[config.mk]
export PLATFORM = sky130hd
export DESIGN_NAME = uart_tx_cfg
export DESIGN_NICKNAME = d
export VERILOG_FILES = /design/src/rtl/uart_tx_cfg.sv
export SDC_FILE = /design/constraint.sdc
export NUM_CORES = 1
export LEC_CHECK = 0
export ABC_AREA = 1
export BUFFER_PORTS_ARGS = -buffer_cell sky130_fd_sc_hd__buf_2
export CAP_MARGIN = 40
export CORE_MARGIN = 2
export CORE_UTILIZATION = 40
export DETAILED_ROUTE_END_ITERATION = 8
export GPL_TIMING_DRIVEN = 0
export PLACE_DENSITY = 0.6
export SYNTH_ARGS = -nofsm -noshare
export SYNTH_HDL_FRONTEND = slang
export SYNTH_SLANG_ARGS = --single-unit
[constraint.sdc]
create_clock -name i_clk -period 3.52 [get_ports i_clk]
set_clock_uncertainty 0.1 [all_clocks]
set_input_delay 0.352 -clock i_clk [delete_from_list [all_inputs] [get_ports i_clk]]
set_output_delay 0.352 -clock i_clk [all_outputs]
set_load 0.02 [all_outputs]
[src/rtl/uart_tx_cfg.sv]
// Buffered UART transmitter: a small FIFO feeding a start/data/parity/stop serialiser.
// Data bits go out LSB first; every bit lasts CLK_FREQ/BR clocks.
module uart_tx_cfg #(
  parameter int unsigned B_PER_T    = 8,
  parameter int unsigned CLK_FREQ   = 50_000_000,
  parameter int unsigned BR         = 9600,
  parameter int unsigned PARITY     = 0,
  parameter int unsigned STOP_BITS  = 1,
  parameter int unsigned FIFO_DEPTH = 4
) (
  input  logic                          i_clk,
  input  logic                          RST,
  input  logic [B_PER_T-1:0]            i_data,
  input  logic                          DV,
  output logic                          o_ready,
  output logic [$clog2(FIFO_DEPTH):0]   o_fifo_cnt,
  output logic                          tx,
  output logic                          tx_busy,
  output logic                          tx_done
);

  localparam int unsigned BAUD_DIV = CLK_FREQ / BR;
  localparam int unsigned STOP_LEN = STOP_BITS * BAUD_DIV;
  localparam int unsigned BAUD_W   = $clog2(STOP_LEN);
  localparam int unsigned BIT_W    = $clog2(B_PER_T);
  localparam int unsigned PTR_W    = $clog2(FIFO_DEPTH);
  localparam int unsigned CNT_W    = PTR_W + 1;

  generate
    if (BAUD_DIV < 2) begin : g_bad_baud
      $error("uart_tx_cfg: CLK_FREQ/BR must be at least 2");
    end
    if (B_PER_T < 5 || B_PER_T > 9) begin : g_bad_width
      $error("uart_tx_cfg: B_PER_T must be 5..9");
    end
    if (STOP_BITS < 1 || STOP_BITS > 2) begin : g_bad_stop
      $error("uart_tx_cfg: STOP_BITS must be 1 or 2");
    end
    if (FIFO_DEPTH < 2 || (FIFO_DEPTH & (FIFO_DEPTH - 1)) != 0) begin : g_bad_depth
      $error("uart_tx_cfg: FIFO_DEPTH must be a power of 2, at least 2");
    end
  endgenerate

  typedef enum logic [2:0] {
    S_IDLE,
    S_START,
    S_DATA,
    S_PARITY,
    S_STOP
  } state_t;

  // Word FIFO; pointers wrap naturally because the depth is a power of two.
  logic [B_PER_T-1:0] mem [FIFO_DEPTH];
  logic [PTR_W-1:0]   wr_ptr, rd_ptr;
  logic [CNT_W-1:0]   count;
  logic               wr_en, pop;

  assign o_ready    = count < CNT_W'(FIFO_DEPTH);
  assign wr_en      = DV && o_ready;
  assign o_fifo_cnt = count;

  always_ff @(posedge i_clk) begin
    if (wr_en) mem[wr_ptr] <= i_data;
  end

  always_ff @(posedge i_clk or posedge RST) begin
    if (RST) begin
      wr_ptr <= '0;
      rd_ptr <= '0;
      count  <= '0;
    end else begin
      if (wr_en) wr_ptr <= wr_ptr + PTR_W'(1);
      if (pop)   rd_ptr <= rd_ptr + PTR_W'(1);
      case ({wr_en, pop})
        2'b10:   count <= count + CNT_W'(1);
        2'b01:   count <= count - CNT_W'(1);
        default: count <= count;
      endcase
    end
  end

  // Serialiser state
  state_t             state_q, state_d;
  logic [BAUD_W-1:0]  baud_q, baud_d;
  logic [BIT_W-1:0]   bit_q, bit_d;
  logic [B_PER_T-1:0] shreg_q, shreg_d;
  logic               par_q, par_d;
  logic               tx_q, tx_d;
  logic               busy_q, busy_d;
  logic               done_q, done_d;

  always_ff @(posedge i_clk or posedge RST) begin
    if (RST) begin
      state_q <= S_IDLE;
      baud_q  <= '0;
      bit_q   <= '0;
      shreg_q <= '0;
      par_q   <= 1'b0;
      tx_q    <= 1'b1;
      busy_q  <= 1'b0;
      done_q  <= 1'b0;
    end else begin
      state_q <= state_d;
      baud_q  <= baud_d;
      bit_q   <= bit_d;
      shreg_q <= shreg_d;
      par_q   <= par_d;
      tx_q    <= tx_d;
      busy_q  <= busy_d;
      done_q  <= done_d;
    end
  end

  // tx/busy/done are computed one cycle ahead so the line is driven straight from flops.
  always_comb begin
    state_d = state_q;
    baud_d  = baud_q;
    bit_d   = bit_q;
    shreg_d = shreg_q;
    par_d   = par_q;
    tx_d    = tx_q;
    busy_d  = busy_q;
    done_d  = 1'b0;
    pop     = 1'b0;
    case (state_q)
      S_IDLE: begin
        tx_d   = 1'b1;
        busy_d = 1'b0;
        if (count != '0) begin
          pop     = 1'b1;
          shreg_d = mem[rd_ptr];
          par_d   = (^mem[rd_ptr]) ^ (PARITY == 2);
          baud_d  = BAUD_W'(BAUD_DIV - 1);
          tx_d    = 1'b0;
          busy_d  = 1'b1;
          state_d = S_START;
        end
      end
      S_START: begin
        if (baud_q == '0) begin
          baud_d  = BAUD_W'(BAUD_DIV - 1);
          bit_d   = '0;
          tx_d    = shreg_q[0];
          state_d = S_DATA;
        end else begin
          baud_d = baud_q - BAUD_W'(1);
        end
      end
      S_DATA: begin
        if (baud_q == '0) begin
          baud_d = BAUD_W'(BAUD_DIV - 1);
          if (bit_q == BIT_W'(B_PER_T - 1)) begin
            if (PARITY != 0) begin
              tx_d    = par_q;
              state_d = S_PARITY;
            end else begin
              tx_d    = 1'b1;
              baud_d  = BAUD_W'(STOP_LEN - 1);
              state_d = S_STOP;
            end
          end else begin
            shreg_d = shreg_q >> 1;
            tx_d    = shreg_q[1];
            bit_d   = bit_q + BIT_W'(1);
          end
        end else begin
          baud_d = baud_q - BAUD_W'(1);
        end
      end
      S_PARITY: begin
        if (baud_q == '0) begin
          tx_d    = 1'b1;
          baud_d  = BAUD_W'(STOP_LEN - 1);
          state_d = S_STOP;
        end else begin
          baud_d = baud_q - BAUD_W'(1);
        end
      end
      S_STOP: begin
        done_d = (baud_q == BAUD_W'(1));
        if (baud_q == '0) begin
          tx_d    = 1'b1;
          busy_d  = 1'b0;
          state_d = S_IDLE;
        end else begin
          baud_d = baud_q - BAUD_W'(1);
        end
      end
      default: state_d = S_IDLE;
    endcase
  end

  assign tx      = tx_q;
  assign tx_busy = busy_q;
  assign tx_done = done_q;

endmodule

==> reports/metrics.csv, run 1 <==
stage;metric;value;unit
floorplanning;Initial Util;40.78;%
yosys;Yosys warning count;0;
yosys;Syn Nets;395;
drt;Routed wire per std cell;13.19;µm
worst_setup_path;slowest stage delay, CP;0.39;ns
clocking;clk root buf;clkbuf_8;
drt;drt total wl;6779;µm
flow_run;number of max-cap violations;0;
yosys;syn_area_per_cell;9.396;µm²
floorplanning;Die Y;97.61;µm
grt;Most Crowded Layer GR;met2;
worst_setup_path;Critical Path Slowest Stage Cell;fa_1;
placed_design;IO buf count;17;
worst_setup_path;critical path arrival;2.44;ns
sta;RSZ-0062 raised after global routing;no;
grt;GRT met3 Usage;4.604;%
grt;first-pass GRT wire length;11640;µm
sta;fin crit share;65.60;%
cells_and_area;Util after Layout;45.66;%
worst_setup_path;CP Data Required Time;3.65;ns
yosys;Yosys reg bits;69;
floorplanning;Die X;97.61;µm
clocking;clock latency on the worst-skew pair;0.35;ns
sta;max-slew violation count;0;
clocking;post-CTS sizing;0;
grt;vias in the first global route;2445;
drt;first drt pass iteration count;4;
grt;GRT overflow;0;
worst_setup_path;crit-path most repeated cell;inv_1;
clocking;total setup buffers inserted after CTS;0;
sta;worst-margin pin slew;0.7877;ns
grt;met2 global-route usage;25.36;%
status;status;completed;
sta;setup TNS;0;ns
drt;First DRT Iteration DRCs;103;
power_and_ir_drop;PD cells;473.9;mW/mm²
grt;antenna violations before repair;0;
yosys;Mapped Cells;373;
cells_and_area;area growth from synthesis to layout;11.96;%
clocking;CTS sink count;69;
drt;Vias/cell;4.942;
cells_and_area;final non-filler cell area;0.003924;mm²
floorplanning;row count;34;
clocking;H-Tree Level Count;3;
drt;post-route ant nets;0;
power_and_ir_drop;Pleak;1.811;nW
floorplanning;I/O pin count;18;
clocking;CTS Buf Count;9;
placed_design;DP Cell Count;498;
worst_setup_path;crit path cell chain;inv_1 > nand3_1 > nand3_2 > inv_2 > ha_1 > inv_1 > fa_1 > a21oi_1 > o21ai_0 > xor2_1;
power_and_ir_drop;maximum vdd drop;0.0002496;V
worst_setup_path;crit end category;flop;
yosys;Unique masters post-synth;36;
yosys;cell area after synthesis;0.003505;mm²
clocking;number of buffers inserted by hold repair at cts;0;
worst_setup_path;critical path class;reg -> reg;
cells_and_area;Post-Layout Cell Count;514;
placed_design;hpwl dp;4802;µm
cells_and_area;share of post-route cells with drive strength above 1;19.70;%
cells_and_area;fin nets;423;
sta;Slew HR;47.41;%
yosys;sequential area share after synthesis;53.87;%
worst_setup_path;startpoint types;flop;
clocking;CTS tree;done;
sta;final setup violation count;0;
sta;Fmax achieved;433.1;MHz
floorplanning;DIE AREA;0.009527;mm²
clocking;clk buf depth;2;
placed_design;area after detailed placement;0.003725;mm²
floorplanning;CORE AREA;0.008593;mm²
sta;Fin. Hold Viols;0;
grt;GRT Total Usage;15.43;%
worst_setup_path;worst-path maximum fanout;4;
worst_hold_path;hold crit path type;in -> async;
drt;DRC viols;0;
cells_and_area;ant diodes;0;
drt;via count;2540;
grt;met1 Use GR;19.68;%
grt;largest net degree at the start of global routing;38;
sta;Final Critical Period;2.309;ns
placed_design;GPL Wtd Cong;0.8502;
clocking;Clock Pin Slew Worst Setup and Hold Paths;0.09;ns
power_and_ir_drop;total power;1.859;mW
-- per-layer routing --
metal	vias up	share of wire [%]	routed length, µm
met1	1223	46	3125
met5	-	0	0
met4	0	0.78	53
met2	36	50	3379
met3	5	3.3	221
li1	1276	-	-
-- cell usage after synthesis, drive strengths merged --
cell type,number,area [µm²]
o31ai,1,7.510
inv,50,190.2
dfrtp,36,900.9
dfstp,1,26.28
nor2,44,242.7
clkinv,1,3.750
buf,6,46.29
xnor2,2,17.52
nand2,96,410.4
a22oi,2,15.01
o21ai,32,186.4
fa,1,20.02
edfxtp,32,960.9
nor3,1,5.000
o2111ai,3,26.28
nand3,36,197.7
o211ai,1,7.510
a21oi,6,30.03
clkbuf,1,3.750
ha,10,125.1
nand4,6,37.54
xor2,5,43.79
-- layout by cell type (no fill, tap or decap), types with 3 or more instances in the layout --
cell type	Yosys	final
inv_2	8	9
a21oi_1	6	6
nor2_4	5	5
o21ai_0	15	15
xor2_1	5	5
nor2_1	34	34
dfrtp_1	36	36
o21ai_1	10	10
nand2_2	8	8
o2111ai_1	3	3
ha_1	10	10
buf_2	3	20
nor2_2	3	3
inv_1	41	40
nand2_4	4	4
nand2_1	84	84
edfxtp_1	32	32
clkbuf_8	0	9
nand4_1	6	6
inv_8	0	3
nand3_1	34	34
o21ai_2	7	7
-- final cells by class --
| cell class | count | area, µm² |
|---|---|---|
| Sequential cell | 69 | 1888 |
| Tap cell | 108 | 135.1 |
| Clock inverter | 7 | 75.07 |
| Inverter | 51 | 193.9 |
| Buffer | 7 | 50.05 |
| Fill cell | 834 | 4669 |
| Multi-Input combinational cell | 246 | 1373 |
| Clock buffer | 9 | 123.9 |
| Timing Repair Buffer | 17 | 85.08 |
-- worst max-delay path: cells and delay by family, from the launching register on --
| kind | cells | cell delay [ns] |
|---|---|---|
| DFF | 1 | 0.38 |
| AOI/OAI and AO/OA | 2 | 0.25 |
| buffers and inverters | 3 | 0.31 |
| adders and majority gates | 2 | 0.54 |
| and+or+nand+nor | 2 | 0.47 |
| xor gates and xnor gates | 1 | 0.15 |
-- metrics by stage --
stage / setup WS, ns / hold slack (ns)
global route: 1.006 / 0.09275
finish: 1.211 / 0.03575
CTS: 1.198 / 0.06224
detailed placement: 1.207 / 0.3697
global placement: 1.254 / 0.3636
floorplan: 1.396 / 0.3491
-- flip-flops by register name, summed over array words and instances, names as in the netlist --
signal	count
bit_q	3
rd_ptr	2
mem	32
tx_busy	1
tx	1
wr_ptr	2
shreg_q	8
tx_done	1
o_fifo_cnt	3
state_q	3
baud_q	13
-- cells by family (layout without fill, tap and decap cells) --
logic type	Yosys count	after routing	share of synthesized area (%)
AOI/OAI and AO/OA	45	45	7.783
xor gates and xnor gates	7	7	1.749
adders and majority gates	11	11	4.141
buffers and inverters	58	91	6.962
DFF	69	69	53.87
and+or+nand+nor	183	183	25.49
-- worst paths after layout --
path / startpoint / to / slack [ns] / cells past startpoint
max: o_fifo_cnt[0]$_DFFE_PP0P_ / o_fifo_cnt[2]$_DFFE_PP0P_ / 1.21 / 10
min: RST / wr_ptr[0]$_DFFE_PP0P_ / 0.04 / 2
max reg2reg: o_fifo_cnt[0]$_DFFE_PP0P_ / o_fifo_cnt[2]$_DFFE_PP0P_ / 1.21 / 10
min reg2reg: tx$_DFFE_PP1P_ / tx$_DFFE_PP1P_ / 0.38 / 2
max in group asynchronous: RST / bit_q[1]$_DFFE_PP0P_ / 2.77 / 2
min in group i_clk: i_data[6] / mem[1][6]$_DFFE_PP_ / 0.11 / 1
-- report_power, final --
group / switching [mW] / internal, mW / total, mW
sequential: 0.0323 / 0.930 / 0.963
combinational: 0.174 / 0.0774 / 0.251
clock: 0.365 / 0.281 / 0.646
total: 0.571 / 1.29 / 1.86
No activity file was read; power rests on OpenSTA's default activity.
==> run 2: changes to the inputs <==
Settings changed: PLACE_DENSITY 0.6 to 0.62.
Clock period 3.52 ns to 1.9 ns, I/O delays scaled along.
==> run 2 against run 1 <==
Compared with the run above:
- clock power grew 64%
- via count up 1.6%
- combinational power grew 120%
- count of clock-buffer cells in the layout did not move
- register-to-register slack got worse by 1.2 ns
- sequential power rose by 86%
- maximum frequency rose by 25%
- global-route usage down 0.33 points
- critical endpoint unchanged
- largest power group unchanged
==> reports/metrics.csv, run 2 (synthesized netlist as in run 1, its figures left out) <==
stage;metric;value;unit;change
status;status;completed;;unchanged
drt;via count;2581;;was 2540
cells_and_area;Seq. cell area;0.001896;mm²;was 0.001888 mm²
placed_design;hpwl dp;4627;µm;was 4802 µm
floorplanning;Die X;97.61;µm;unchanged
clocking;clk root buf;clkbuf_8;;unchanged
sta;setup TNS;0;ns;unchanged
sta;Final Critical Period;1.854;ns;was 2.309 ns
sta;Fmax achieved;539.3;MHz;was 433.1 MHz
worst_setup_path;Critical Path Slowest Stage Cell;dfrtp_2;;was fa_1
clocking;H-Tree Level Count;3;;unchanged
sta;worst-margin pin slew;0.7802;ns;was 0.7877 ns
sta;RSZ-0062 raised after global routing;yes;;was no
drt;first drt pass iteration count;4;;unchanged
clocking;CTS sink count;69;;unchanged
floorplanning;Initial Util;40.78;%;unchanged
flow_run;number of max-cap violations;0;;unchanged
grt;antenna violations before repair;0;;unchanged
sta;final setup violation count;0;;unchanged
grt;first-pass GRT wire length;11410;µm;was 11640 µm
sta;Fin. Hold Viols;0;;unchanged
grt;largest net degree at the start of global routing;38;;unchanged
drt;drt total wl;6759;µm;was 6779 µm
cells_and_area;most frequent cells in the layout;nand2_1, inv_1, nand3_1;;was nand2_1, inv_1, dfrtp_1
floorplanning;I/O pin count;18;;unchanged
power_and_ir_drop;PD cells;826.0;mW/mm²;was 473.9 mW/mm²
worst_hold_path;hold path startpoint;DV;;
cells_and_area;share of post-route cells with drive strength above 1;24.76;%;was 19.70%
worst_setup_path;buffers and inverters on the worst path;2;;was 3
power_and_ir_drop;maximum vdd drop;0.0006017;V;was 0.0002496 V
worst_setup_path;worst r2r src;state_q[0]$_DFFE_PP0P_;;was o_fifo_cnt[0]$_DFFE_PP0P_
placed_design;IO buf count;17;;unchanged
clocking;clock latency on the worst-skew pair;0.35;ns;about the same
drt;Routed wire per std cell;12.70;µm;was 13.19 µm
cells_and_area;area growth from synthesis to layout;17.71;%;was 11.96%
floorplanning;row count;34;;unchanged
worst_setup_path;CP top delay family;adder cells;;unchanged
cells_and_area;ant diodes;0;;unchanged
drt;Vias/cell;4.852;;was 4.942
power_and_ir_drop;Int Pwr;2.402;mW;was 1.289 mW
cells_and_area;area of the multi-input gates;0.001423;mm²;was 0.001373 mm²
power_and_ir_drop;combinational share of power;16.4;%;was 13.5%
worst_setup_path;startpoint types;flop;;unchanged
worst_setup_path;crit path cell chain;nor2_4 > nand3_4 > inv_4 > ha_4 > inv_4 > fa_2 > a21oi_2 > o21ai_2 > xor2_1;;was inv_1 > nand3_1 > nand3_2 > inv_2 > ha_1 > inv_1 > fa_1 > a21oi_1 > o21ai_0 > xor2_1
worst_setup_path;FF-to-FF path depth;9;;was 10
cells_and_area;Post-Layout Cell Count;532;;was 514
power_and_ir_drop;Reg power frac;52.6;%;was 51.8%
worst_setup_path;critical path arrival;1.99;ns;was 2.44 ns
floorplanning;DIE AREA;0.009527;mm²;unchanged
worst_setup_path;CP Data Required Time;2.04;ns;was 3.65 ns
worst_hold_path;Min-Delay Endpoint;wr_ptr[0]$_DFFE_PP0P_;;
floorplanning;Die Y;97.61;µm;unchanged
power_and_ir_drop;clock share of power;31.1;%;was 34.7%
clocking;clk buf depth;2;;unchanged
cells_and_area;fin nets;441;;was 423
drt;post-route ant nets;0;;unchanged
cells_and_area;# fillers;817;;was 834
power_and_ir_drop;sw frac;29.49;%;was 30.69%
grt;GRT overflow;0;;unchanged
power_and_ir_drop;Net Sw Power;1.005;mW;was 570.6 µW
drt;DRC viols;0;;unchanged
sta;max-slew violation count;0;;unchanged
drt;First DRT Iteration DRCs;96;;was 103
sta;fin crit share;97.59;%;was 65.60%
power_and_ir_drop;Pleak;1.878;nW;was 1.811 nW
cells_and_area;Largest regs;mem (32), baud_q (13), shreg_q (8);;unchanged
grt;GRT Total Usage;15.10;%;was 15.43%
worst_setup_path;Crit path depth;9;;was 10
cells_and_area;most common cell after layout, fill and taps aside;nand2_1;;unchanged
worst_setup_path;Reg-to-Reg End;o_fifo_cnt[2]$_DFFE_PP0P_;;unchanged
worst_setup_path;crit-path most repeated cell;inv_4;;was inv_1
floorplanning;CORE AREA;0.008593;mm²;unchanged
placed_design;DP Cell Count;498;;unchanged
worst_setup_path;r2r setup slk;0.05;ns;was 1.21 ns
clocking;CTS tree;done;;unchanged
worst_setup_path;worst-path maximum fanout;4;;unchanged
worst_hold_path;WHS Path Cells;3;;
worst_setup_path;crit end category;flop;;unchanged
worst_hold_path;hold crit path type;in -> reg;;was in -> async
worst_setup_path;critical path class;reg -> reg;;unchanged
cells_and_area;number of flip-flops under the largest register name;32;;unchanged
sta;Slew HR;47.79;%;was 47.41%
clocking;CTS Buf Count;9;;unchanged
cells_and_area;register name with the most flops;mem;;unchanged
worst_setup_path;slowest stage delay, CP;0.44;ns;was 0.39 ns
grt;vias in the first global route;2578;;was 2445
clocking;Clock Pin Slew Worst Setup and Hold Paths;0.08;ns;was 0.09 ns
placed_design;GPL Wtd Cong;0.8399;;was 0.8502
[run 2: timing repair]
item                       in CTS  in global routing
gates cloned                    0                  0
pin swaps                       2                  4
hold buffers                    9                  0
resized for setup               6                 10
setup endpoints to repair      10                 26
hold endpoints to repair       68                  0
setup buffers                   2                  7
[run 2: worst max-delay path by stage]
stage                               from                   endpoint  slack (ns)
2_1_floorplan     state_q[0]$_DFFE_PP0P_  o_fifo_cnt[2]$_DFFE_PP0P_        0.01
3_3_place_gp      state_q[0]$_DFFE_PP0P_  o_fifo_cnt[2]$_DFFE_PP0P_       -0.10
3_5_place_dp      state_q[0]$_DFFE_PP0P_  o_fifo_cnt[2]$_DFFE_PP0P_       -0.13
4_1_cts        o_fifo_cnt[0]$_DFFE_PP0P_  o_fifo_cnt[2]$_DFFE_PP0P_       -0.01
5_1_grt           state_q[0]$_DFFE_PP0P_  o_fifo_cnt[2]$_DFFE_PP0P_       -0.03
6_report          state_q[0]$_DFFE_PP0P_  o_fifo_cnt[2]$_DFFE_PP0P_        0.05
[run 2: routing by layer]
metal	global-route usage (%)	vias to the layer above	share of wire, %
met5	0	-	0
met4	6.838	0	2.3
met3	3.525	15	2.6
met2	26.58	31	52
met1	17.40	1223	43
li1	-	1312	-
[run 2: final cells by class]
type / count / share of cell area, %
Sequential cell: 69 / 45.95
Multi-Input combinational cell: 246 / 34.49
Timing Repair Buffer: 35 / 5.884
Inverter: 51 / 4.944
Tap cell: 108 / 3.276
Clock buffer: 9 / 3.003
Clock inverter: 7 / 1.244
Buffer: 7 / 1.213
[run 2: metrics by stage]
step                      area (µm²)  hold WS (ns)  power [mW]  setup WS [ns]  utilization [%]
final                           4125        0.1553       3.407        0.04588            48.01
after global routing            4125        0.1816       3.584       -0.03219            48.01
after CTS                       4043        0.2088       3.401       -0.01442            47.04
after detailed placement        3754        0.2910       2.328        -0.1290            43.68
after global placement          3754        0.3035       2.305        -0.1020            43.68
after floorplan                 3533        0.1889       2.178        0.01476                -
[run 2: worst reg2reg max path, cell delays in order (launching register included)]
cell     delay (ns)
dfrtp_2        0.44
nor2_4         0.14
nand3_4        0.10
inv_4          0.08
ha_4           0.13
inv_4          0.04
fa_2           0.37
a21oi_2        0.14
o21ai_2        0.07
xor2_1         0.14
[run 2: power groups by stage]
stage	sequential (mW)	combinational, mW	clock, mW
2_1_floorplan	1.86	0.321	0
3_3_place_gp	1.82	0.482	0
3_5_place_dp	1.83	0.499	0
4_1_cts	1.80	0.519	1.08
5_1_grt	1.81	0.629	1.15
6_report	1.79	0.557	1.06
